**config.mk**
```make
export PLATFORM = sky130hd
export DESIGN_NAME = argmax_stream
export DESIGN_NICKNAME = d
export VERILOG_FILES = /design/src/rtl/argmax_pkg.sv /design/src/rtl/argmax_stream_cmpgt.sv /design/src/rtl/argmax_stream.sv
export SDC_FILE = /design/constraint.sdc
export NUM_CORES = 1
export LEC_CHECK = 0
export CAP_MARGIN = 20
export CORE_MARGIN = 8
export CORE_UTILIZATION = 56
export CTS_BUF_LIST = sky130_fd_sc_hd__clkbuf_2 sky130_fd_sc_hd__clkbuf_4 sky130_fd_sc_hd__clkbuf_8
export DETAILED_ROUTE_END_ITERATION = 10
export GPL_TIMING_DRIVEN = 1
export PLACE_DENSITY = 0.93
export REMOVE_ABC_BUFFERS = 1
export SYNTH_ARGS = -nofsm -noshare
export SYNTH_HDL_FRONTEND = slang
export SYNTH_SLANG_ARGS = --single-unit
```
**constraint.sdc**
```tcl
create_clock -name clk -period 4.13 [get_ports clk]
set_input_delay 0.6195 -clock clk [delete_from_list [all_inputs] [get_ports clk]]
set_output_delay 0.6195 -clock clk [all_outputs]
set_load 0.03 [all_outputs]
```
**src/rtl/argmax_pkg.sv**
```systemverilog
// Shared definitions for the argmax_stream extremum finder.
// Holds the frame FSM encoding, the max/min mode constants and the fill bit
// used to build the saturated (all-ones) index at any INDEX_WIDTH.
package argmax_pkg;

  // Frame FSM: IDLE = no frame open, ACCUM = frame open, accumulating
  typedef enum logic {
    ST_IDLE  = 1'b0,
    ST_ACCUM = 1'b1
  } state_e;

  // Selection mode as latched from find_min on the first beat
  localparam logic MODE_MAX = 1'b0;
  localparam logic MODE_MIN = 1'b1;

  // Replicated INDEX_WIDTH times to form the saturated index/count value
  localparam logic IDX_SAT_FILL = 1'b1;

endpackage

```
**src/rtl/argmax_stream_cmpgt.sv**
```systemverilog
// Dual-mode greater-than comparator (unsigned or two's-complement).
// Ports:
//   a_i, b_i     operands
//   is_signed_i  1 = signed compare, 0 = unsigned
//   gt_c         combinational a_i > b_i (strict)
module argmax_stream_cmpgt #(
  parameter int unsigned WIDTH = 16
) (
  input  logic [WIDTH-1:0] a_i,
  input  logic [WIDTH-1:0] b_i,
  input  logic             is_signed_i,
  output logic             gt_c
);

  always_comb begin
    if (is_signed_i) begin
      gt_c = $signed(a_i) > $signed(b_i);
    end else begin
      gt_c = a_i > b_i;
    end
  end

endmodule

```
**src/rtl/argmax_stream.sv**
```systemverilog
// Streaming extremum finder: one (value, index) result per frame of samples.
// Max/min and signed/unsigned are chosen per frame on the first beat.
// Ports:
//   clk, srst_n                    clock, synchronous active-low reset
//   s_valid/s_ready/s_data/s_last  sample stream in
//   is_signed, find_min            frame mode, sampled on first beat
//   m_valid/m_ready                result handshake
//   m_data, m_index, m_overflow    extreme value, its index, index overflow
// Build option: ARGMAX_STREAM_TIE_LAST_EN makes ties select the last
// occurrence; undefined, ties keep the first occurrence.
module argmax_stream
  import argmax_pkg::*;
#(
  parameter int unsigned WIDTH       = 16,
  parameter int unsigned INDEX_WIDTH = 8
) (
  input  logic                   clk,
  input  logic                   srst_n,
  input  logic                   s_valid,
  output logic                   s_ready,
  input  logic [WIDTH-1:0]       s_data,
  input  logic                   s_last,
  input  logic                   is_signed,
  input  logic                   find_min,
  output logic                   m_valid,
  input  logic                   m_ready,
  output logic [WIDTH-1:0]       m_data,
  output logic [INDEX_WIDTH-1:0] m_index,
  output logic                   m_overflow
);

  localparam logic [INDEX_WIDTH-1:0] IDX_MAX = {INDEX_WIDTH{IDX_SAT_FILL}};

  state_e                 state_q, state_d;
  logic [WIDTH-1:0]       acc_val_q, acc_val_d;
  logic [INDEX_WIDTH-1:0] acc_idx_q, acc_idx_d;
  logic [INDEX_WIDTH-1:0] cnt_q, cnt_d;
  logic                   full_q, full_d;     // a beat has taken index IDX_MAX
  logic                   ovf_q, ovf_d;
  logic                   sign_q, sign_d;
  logic                   mode_q, mode_d;
  logic                   m_valid_q, m_valid_d;
  logic [WIDTH-1:0]       m_data_q, m_data_d;
  logic [INDEX_WIDTH-1:0] m_index_q, m_index_d;
  logic                   m_overflow_q, m_overflow_d;

  logic                   accept;
  logic [WIDTH-1:0]       cmp_a, cmp_b;
  logic                   cmp_gt;
  logic                   replace;

  // Input stalls only while an unconsumed result occupies the output slot
  assign s_ready = srst_n && !(m_valid_q && !m_ready);
  assign accept  = s_valid && s_ready;

  // Swapping operands lets one strict comparator serve both max and min
  assign cmp_a = (mode_q == MODE_MIN) ? acc_val_q : s_data;
  assign cmp_b = (mode_q == MODE_MIN) ? s_data    : acc_val_q;

  argmax_stream_cmpgt #(
    .WIDTH(WIDTH)
  ) u_cmpgt (
    .a_i        (cmp_a),
    .b_i        (cmp_b),
    .is_signed_i(sign_q),
    .gt_c       (cmp_gt)
  );

`ifdef ARGMAX_STREAM_TIE_LAST_EN
  logic cmp_eq;
  assign cmp_eq  = (s_data == acc_val_q);
  assign replace = cmp_gt || cmp_eq;
`else
  assign replace = cmp_gt;
`endif

  // State register
  always_ff @(posedge clk) begin
    if (!srst_n) begin
      state_q <= ST_IDLE;
    end else begin
      state_q <= state_d;
    end
  end

  // Next-state logic
  always_comb begin
    state_d = state_q;
    if (accept) begin
      state_d = s_last ? ST_IDLE : ST_ACCUM;
    end
  end

  // Accumulator and result next-values
  always_comb begin
    acc_val_d    = acc_val_q;
    acc_idx_d    = acc_idx_q;
    cnt_d        = cnt_q;
    full_d       = full_q;
    ovf_d        = ovf_q;
    sign_d       = sign_q;
    mode_d       = mode_q;
    m_valid_d    = m_valid_q && !m_ready;
    m_data_d     = m_data_q;
    m_index_d    = m_index_q;
    m_overflow_d = m_overflow_q;

    if (accept) begin
      if (state_q == ST_IDLE) begin
        sign_d    = is_signed;
        mode_d    = find_min;
        acc_val_d = s_data;
        acc_idx_d = '0;
        cnt_d     = INDEX_WIDTH'(1);
        full_d    = 1'b0;
        ovf_d     = 1'b0;
      end else begin
        // A beat beyond index IDX_MAX has no exact index
        if (full_q) begin
          ovf_d = 1'b1;
        end
        if (replace) begin
          acc_val_d = s_data;
          acc_idx_d = cnt_q;
        end
        if (cnt_q == IDX_MAX) begin
          full_d = 1'b1;
        end else begin
          cnt_d = cnt_q + INDEX_WIDTH'(1);
        end
      end

      // Accept implies the slot is free, so loading here never disturbs a held result
      if (s_last) begin
        m_valid_d    = 1'b1;
        m_data_d     = acc_val_d;
        m_index_d    = acc_idx_d;
        m_overflow_d = ovf_d;
      end
    end
  end

  // Datapath and output registers
  always_ff @(posedge clk) begin
    if (!srst_n) begin
      acc_val_q    <= '0;
      acc_idx_q    <= '0;
      cnt_q        <= '0;
      full_q       <= 1'b0;
      ovf_q        <= 1'b0;
      sign_q       <= 1'b0;
      mode_q       <= MODE_MAX;
      m_valid_q    <= 1'b0;
      m_data_q     <= '0;
      m_index_q    <= '0;
      m_overflow_q <= 1'b0;
    end else begin
      acc_val_q    <= acc_val_d;
      acc_idx_q    <= acc_idx_d;
      cnt_q        <= cnt_d;
      full_q       <= full_d;
      ovf_q        <= ovf_d;
      sign_q       <= sign_d;
      mode_q       <= mode_d;
      m_valid_q    <= m_valid_d;
      m_data_q     <= m_data_d;
      m_index_q    <= m_index_d;
      m_overflow_q <= m_overflow_d;
    end
  end

  assign m_valid    = m_valid_q;
  assign m_data     = m_data_q;
  assign m_index    = m_index_q;
  assign m_overflow = m_overflow_q;

endmodule
```
==> results.sh, run 1 <==
export IMPL_start_kind="input pin"
export IMPL_synth_cells=409
export IMPL_setup_tns_final_ps=0
export IMPL_leakage_nw=1.644
export IMPL_cp_slowest_cell="or2_1"
export IMPL_rsz0062_at_grt="false"
export IMPL_synth_top_area_share_pct=37.17
export IMPL_critPathKind="input pin to flip-flop"
export IMPL_synth_seq_cells=63
export IMPL_insertion_delay_ps=350
export IMPL_synth_seq_area_share_pct=37.17
export IMPL_setup_worst_path_end_class="flip-flop"
export IMPL_hold_path_class="flip-flop to flip-flop"
export IMPL_wl_microns=8558
export IMPL_worst_ep_arrival_time_ps=3670
export IMPL_min_period_ps=3452
export IMPL_worst_pin_slew_ps=866.7
export IMPL_hpwl_microns=5629
export IMPL_dieArea_sq_um=8806
export IMPL_drtAntennaViolNets=0
export IMPL_power_mw=1.492
export IMPL_avgSynthCellArea_sq_um=8.296
export IMPL_cp_required_ps=4350
export IMPL_final_cell_mix="63 x dfxtp_1, 54 x nand2_1, 49 x clkdlybuf4s50_1"
export IMPL_cts_htree_levels=3
export IMPL_antenna_found_initial=0
export IMPL_drive_gt1_share_pct=8.114
export IMPL_place_inst=515
export IMPL_cts_buffers=9
export IMPL_synth_edff_count=0
export IMPL_relSlewSlack_pct=42.14
export IMPL_clk_pin_slew_ps=70
export IMPL_grt_pass1_vias=2999
export IMPL_start_util_pct=57.65
export IMPL_ff2ff_setup_slack_ps=730
export IMPL_maxSlewViolCount=0
export IMPL_maxCapViolCount=0
export IMPL_instances_no_fill=531
export IMPL_vias=3218
export IMPL_crit_chain="clkdlybuf4s50_1 -> inv_1 -> o21ai_0 -> ha_1 -> nand4_1 -> or3_1 -> a211oi_1 -> or3_4 -> or2_1 -> and2_4 -> o211ai_1"
export IMPL_ir_worst_vdd_uv=248.0
export IMPL_synth_top_cell_by_area="dfxtp_1"
export IMPL_port_buffers=49
export IMPL_die_w_microns=93.84
export IMPL_finalSetupViolations=0
export IMPL_async_flop_share_pct=0
export IMPL_clockRootBuffer="clkbuf_8"
export IMPL_rows=28
export IMPL_die_h_microns=93.84
export IMPL_fmax_mhz=289.7
export IMPL_drc=0
export IMPL_cts_tree="done"
export IMPL_dr_pass1_iters=5
export IMPL_post_cts_setup_buffers=0
export IMPL_grt_pass1_wl_microns=14170
export IMPL_nNetsFinal=476
export IMPL_clock_sinks=63
export IMPL_timing_final_hold_violations=0
export IMPL_grt_usage_pct=19.74
export IMPL_synth_area_sq_um=3393
export IMPL_crit_path_max_incr_delay_ps=470
export IMPL_ioPinCount=50
export IMPL_synth_area_leaders="dfxtp_1 37%, mux2i_1 7.1%, nand2_1 6.0%, xnor2_1 3.6%, o21ai_0 3.5%"
export IMPL_area_growth_pct=21.46
export IMPL_fill_cells=443
export IMPL_core_sq_um=5886
export IMPL_diodes=0
export IMPL_power_density_nw_per_um2=362.0
export IMPL_skew_ps=10.08
export IMPL_gr_total_overflow=0
export IMPL_cpLargestDelayFamily="simple AND/OR/NAND/NOR gates"
export IMPL_drt_wirelength_per_cell_microns=16.12
export IMPL_cts_buffer_depth=2
export IMPL_grt_start_max_net_pins=30
export IMPL_ctsHoldBuffers=0
export IMPL_ctsResizeCount=0
export IMPL_via_per_inst=6.060
export IMPL_cp_max_fo=17
export IMPL_drt_iter0_markers=279
export IMPL_fin_crit_sh_pct=83.58
export IMPL_ys_flop_type="dfxtp_1"
export IMPL_yosysWarnings=0
export IMPL_status="completed"
export IMPL_final_common_cell="dfxtp_1"
export IMPL_gp_congestion=0.8640
export IMPL_cp_buffers_inverters=2
export IMPL_ys_types=57
==> layer usage <==
metal | global-route usage [%] | wire length (microns)
met2 | 31.62 | 4079
met1 | 24.54 | 3731
met4 | 8.454 | 167
met5 | 0 | 0
met3 | 4.876 | 579
==> area by class of cell <==
type / count / area, sq um / area share (%)
clock inverters: 3 / 40.04 / 0.9715
multi-input cells: 307 / 1954 / 47.42
well taps: 75 / 93.84 / 2.277
clock buffers: 13 / 172.7 / 4.189
repair buffers: 57 / 550.5 / 13.36
inverters: 13 / 48.80 / 1.184
flip-flops and latches: 63 / 1261 / 30.60
==> path summary, 6_finish.rpt <==
check | from | endpoint | depth (start not counted)
worst max register to register | mode_q | acc_idx_q[0] | 9
worst max-delay path | s_data[15] | acc_idx_q[0] | 11
worst min-delay path | m_data[6] | m_data[6] | 2
worst min register to register | m_data[6] | m_data[6] | 2
==> where the power goes <==
part	leakage (nW)	switching [mW]	total, mW	internal [mW]
registers	0.514	0.0330	0.667	0.634
logic	1.02	0.145	0.258	0.114
clock network	0.113	0.234	0.567	0.333
total	1.64	0.412	1.49	1.08
==> state kept, by name, summed over array words and instances, names as in the netlist <==
signal,flops
full_q,1
ovf_q,1
state_q,1
cnt_q,8
m_overflow,1
sign_q,1
m_data,16
acc_idx_q,8
acc_val_q,16
m_valid,1
mode_q,1
m_index,8
==> cells in the mapped netlist (2+ instances only) <==
library cell,n
nor2b_1,11
or3_1,2
nor3_1,3
a22o_1,2
inv_1,13
xnor2_1,14
a22oi_1,2
a31o_1,3
mux2i_1,24
a211oi_1,2
o21a_1,2
and2_1,9
buf_6,3
nor3b_1,2
buf_2,4
o21ai_1,2
a21oi_1,17
nand2_1,54
nand2b_1,12
a31o_2,6
o21ai_0,24
o211ai_1,11
dfxtp_1,63
nor2_1,18
xor2_1,2
and3_1,19
nor4_1,2
a311o_1,9
nand4_1,7
clkbuf_1,17
o311ai_0,2
ha_1,2
nand3_1,22
==> cells by family after synthesis <==
| logic type | Yosys count | share of synthesized area, % |
|---|---|---|
| and+or+nand+nor | 166 | 24.78 |
| AOI/OAI and AO/OA | 96 | 19.91 |
| DFF | 63 | 37.17 |
| buffers and inverters | 39 | 5.236 |
| muxes | 25 | 7.411 |
| xor gates and xnor gates | 16 | 4.130 |
| adders and majority gates | 4 | 1.364 |
==> stage by stage <==
step | hold slack (ps) | area [sq um] | setup slack (ps) | utilization, %
global placement | 433.5 | 3909 | 543.4 | 66.41
finish | 459.1 | 4121 | 677.9 | 70.03
detailed placement | 447.8 | 3909 | 406.7 | 66.41
floorplan | 431.6 | 3264 | 466.0 | -
CTS | 464.2 | 4121 | 753.1 | 70.03
global route | 486.2 | 4121 | 431.5 | 70.03
==> worst min-delay path, delay by kind of cell (launching register included) <==
kind	cells	cell delay, ps
DFF	1	320
and+or+nand+nor	1	40
AOI/OAI and AO/OA	1	60
(Power assumes the default switching activity.)
==> run 2, diff against run 1 <==
- CORE_UTILIZATION: 56 -> 51
- PLACE_DENSITY: 0.93 -> 0.9
- clock period: 4.13 -> 2.8 ns (I/O delays scaled with it)
==> results.sh, run 2 (synthesis results as in run 1) <==
export IMPL_dieArea_sq_um=9520
export IMPL_cp_slowest_cell="clkdlybuf4s50_1"
export IMPL_skew_ps=8.461
export IMPL_r2r_start="mode_q"
export IMPL_wl_microns=10010
export IMPL_r2r_end="m_data[7]"
export IMPL_cp_required_ps=3020
export IMPL_worst_pin_slew_ps=611.5
export IMPL_instances_no_fill=571
export IMPL_crit_path_start="s_data[3]"
export IMPL_crit_path_max_incr_delay_ps=440
export IMPL_ioPinCount=50
export IMPL_grt_busiest_layer="met2"
export IMPL_drt_wirelength_per_cell_microns=17.54
export IMPL_dr_pass1_iters=7
export IMPL_diodes=0
export IMPL_final_core_utilization_pct=70.79
export IMPL_setup_worst_path_end_class="flip-flop"
export IMPL_hpwl_microns=6617
export IMPL_globalRouteMet2Util_pct=33.47
export IMPL_relSlewSlack_pct=59.08
export IMPL_hold_path_class="flip-flop to flip-flop"
export IMPL_start_kind="input pin"
export IMPL_clock_sinks=63
export IMPL_drt_iter0_markers=284
export IMPL_hp_start="m_data[11]"
export IMPL_min_delay_path_depth=2
export IMPL_vias=3502
export IMPL_status="completed"
export IMPL_grt_start_max_net_pins=25
export IMPL_final_cell_mix="60 x dfxtp_1, 53 x nand2_1, 40 x clkdlybuf4s50_1"
export IMPL_area_growth_pct=33.22
export IMPL_drive_gt1_share_pct=18.22
export IMPL_port_buffers=49
export IMPL_finalSetupViolations=0
export IMPL_critPathKind="input pin to flip-flop"
export IMPL_worstRegToRegCells=12
export IMPL_grtUsageMet1_pct=22.96
export IMPL_core_sq_um=6386
export IMPL_gp_congestion=0.8636
export IMPL_via_per_inst=6.133
export IMPL_min_to="m_data[11]"
export IMPL_drc=0
export IMPL_min_period_ps=2774
export IMPL_fin_crit_sh_pct=99.08
export IMPL_gr_total_overflow=0
export IMPL_drtAntennaViolNets=0
export IMPL_cp_max_fo=8
export IMPL_clockRootBuffer="clkbuf_8"
export IMPL_die_h_microns=97.57
export IMPL_rows=29
export IMPL_grt_pass1_vias=3414
export IMPL_maxSlewViolCount=0
export IMPL_path_common_cell="buf_4"
export IMPL_timing_final_hold_violations=0
export IMPL_leakage_nw=1.905
export IMPL_final_common_cell="dfxtp_1"
export IMPL_cts_htree_levels=3
export IMPL_insertion_delay_ps=350
export IMPL_fill_cells=472
export IMPL_ff2ff_setup_slack_ps=50
export IMPL_place_inst=552
export IMPL_grt_pass1_wl_microns=15980
export IMPL_grt_use_met3_pct=4.054
export IMPL_worst_ep_arrival_time_ps=2990
export IMPL_power_density_nw_per_um2=479.0
export IMPL_ir_worst_vdd_uv=325.4
export IMPL_start_util_pct=53.13
export IMPL_grt_usage_pct=19.83
export IMPL_cts_buffers=9
export IMPL_cts_tree="done"
export IMPL_crit_chain="clkdlybuf4s50_1 -> buf_4 -> nand2b_1 -> o211ai_1 -> o32ai_4 -> a211oi_4 -> or3_4 -> a211o_4 -> buf_6 -> buf_4 -> mux2i_1 -> o21ai_1"
export IMPL_cts_buffer_depth=2
export IMPL_fmax_mhz=360.4
export IMPL_antenna_found_initial=0
export IMPL_clk_pin_slew_ps=70
export IMPL_die_w_microns=97.57
export IMPL_nNetsFinal=514
export IMPL_maxCapViolCount=0
-- run 2: stage by stage --
step	total power, mW	cell area [sq um]	setup WS (ps)	hold slack [ps]	setup TNS (ps)
3_5_place_dp	1.439	4187	-552.4	445.9	-21460
3_3_place_gp	1.421	4187	-422.1	434.1	-15650
6_report	2.165	4521	25.68	453.7	0
5_1_grt	2.251	4521	-59.01	474.5	-605.3
2_1_floorplan	1.227	3264	-791.3	431.6	-15430
4_1_cts	2.117	4379	22.40	461.7	0
-- run 2: critical path, delay by kind of cell --
| family | cells | cell delay, ps |
|---|---|---|
| muxes | 1 | 170 |
| buffers and inverters | 4 | 910 |
| and+or+nand+nor | 2 | 570 |
| AOI/OAI and AO/OA | 5 | 920 |
-- run 2: routing by layer --
| layer | vias to the layer above | share of wire [%] | wire, microns |
|---|---|---|---|
| li1 | 1629 | - | - |
| met1 | 1664 | 41 | 4129 |
| met2 | 171 | 48 | 4852 |
| met3 | 38 | 6.6 | 658 |
| met4 | 0 | 3.7 | 372 |
| met5 | - | 0 | 0 |
-- run 2: where the power goes --
part           internal [mW]  switching, mW
clock                  0.333          0.360
combinational          0.233          0.261
sequential             0.934         0.0431
-- run 2: worst max-delay path by stage --
stage | end | slack [ps]
finish | m_data[7] | 30
global route | m_data[11] | -60
CTS | m_data[7] | 20
detailed placement | m_data[7] | -550
global placement | acc_val_q[11] | -420
floorplan | acc_val_q[11] | -790
-- run 2: cell type report --
| class | instances | area (sq um) | share of cell area [%] |
|---|---|---|---|
| Multi-Input combinational cell | 307 | 2058 | 45.53 |
| Sequential cell | 63 | 1267 | 28.04 |
| Clock inverter | 5 | 25.02 | 0.5536 |
| Inverter | 13 | 48.80 | 1.079 |
| Tap cell | 77 | 96.34 | 2.131 |
| Timing Repair Buffer | 95 | 885.9 | 19.60 |
| Clock buffer | 11 | 138.9 | 3.072 |
-- run 2: repair_timing --
item / CTS / global route
endpoints found under the setup margin: 40 / 48
buffers inserted: 0 / 3
gates resized for setup: 12 / 30
hold buffers: 0 / 0
pin swaps: 4 / 5
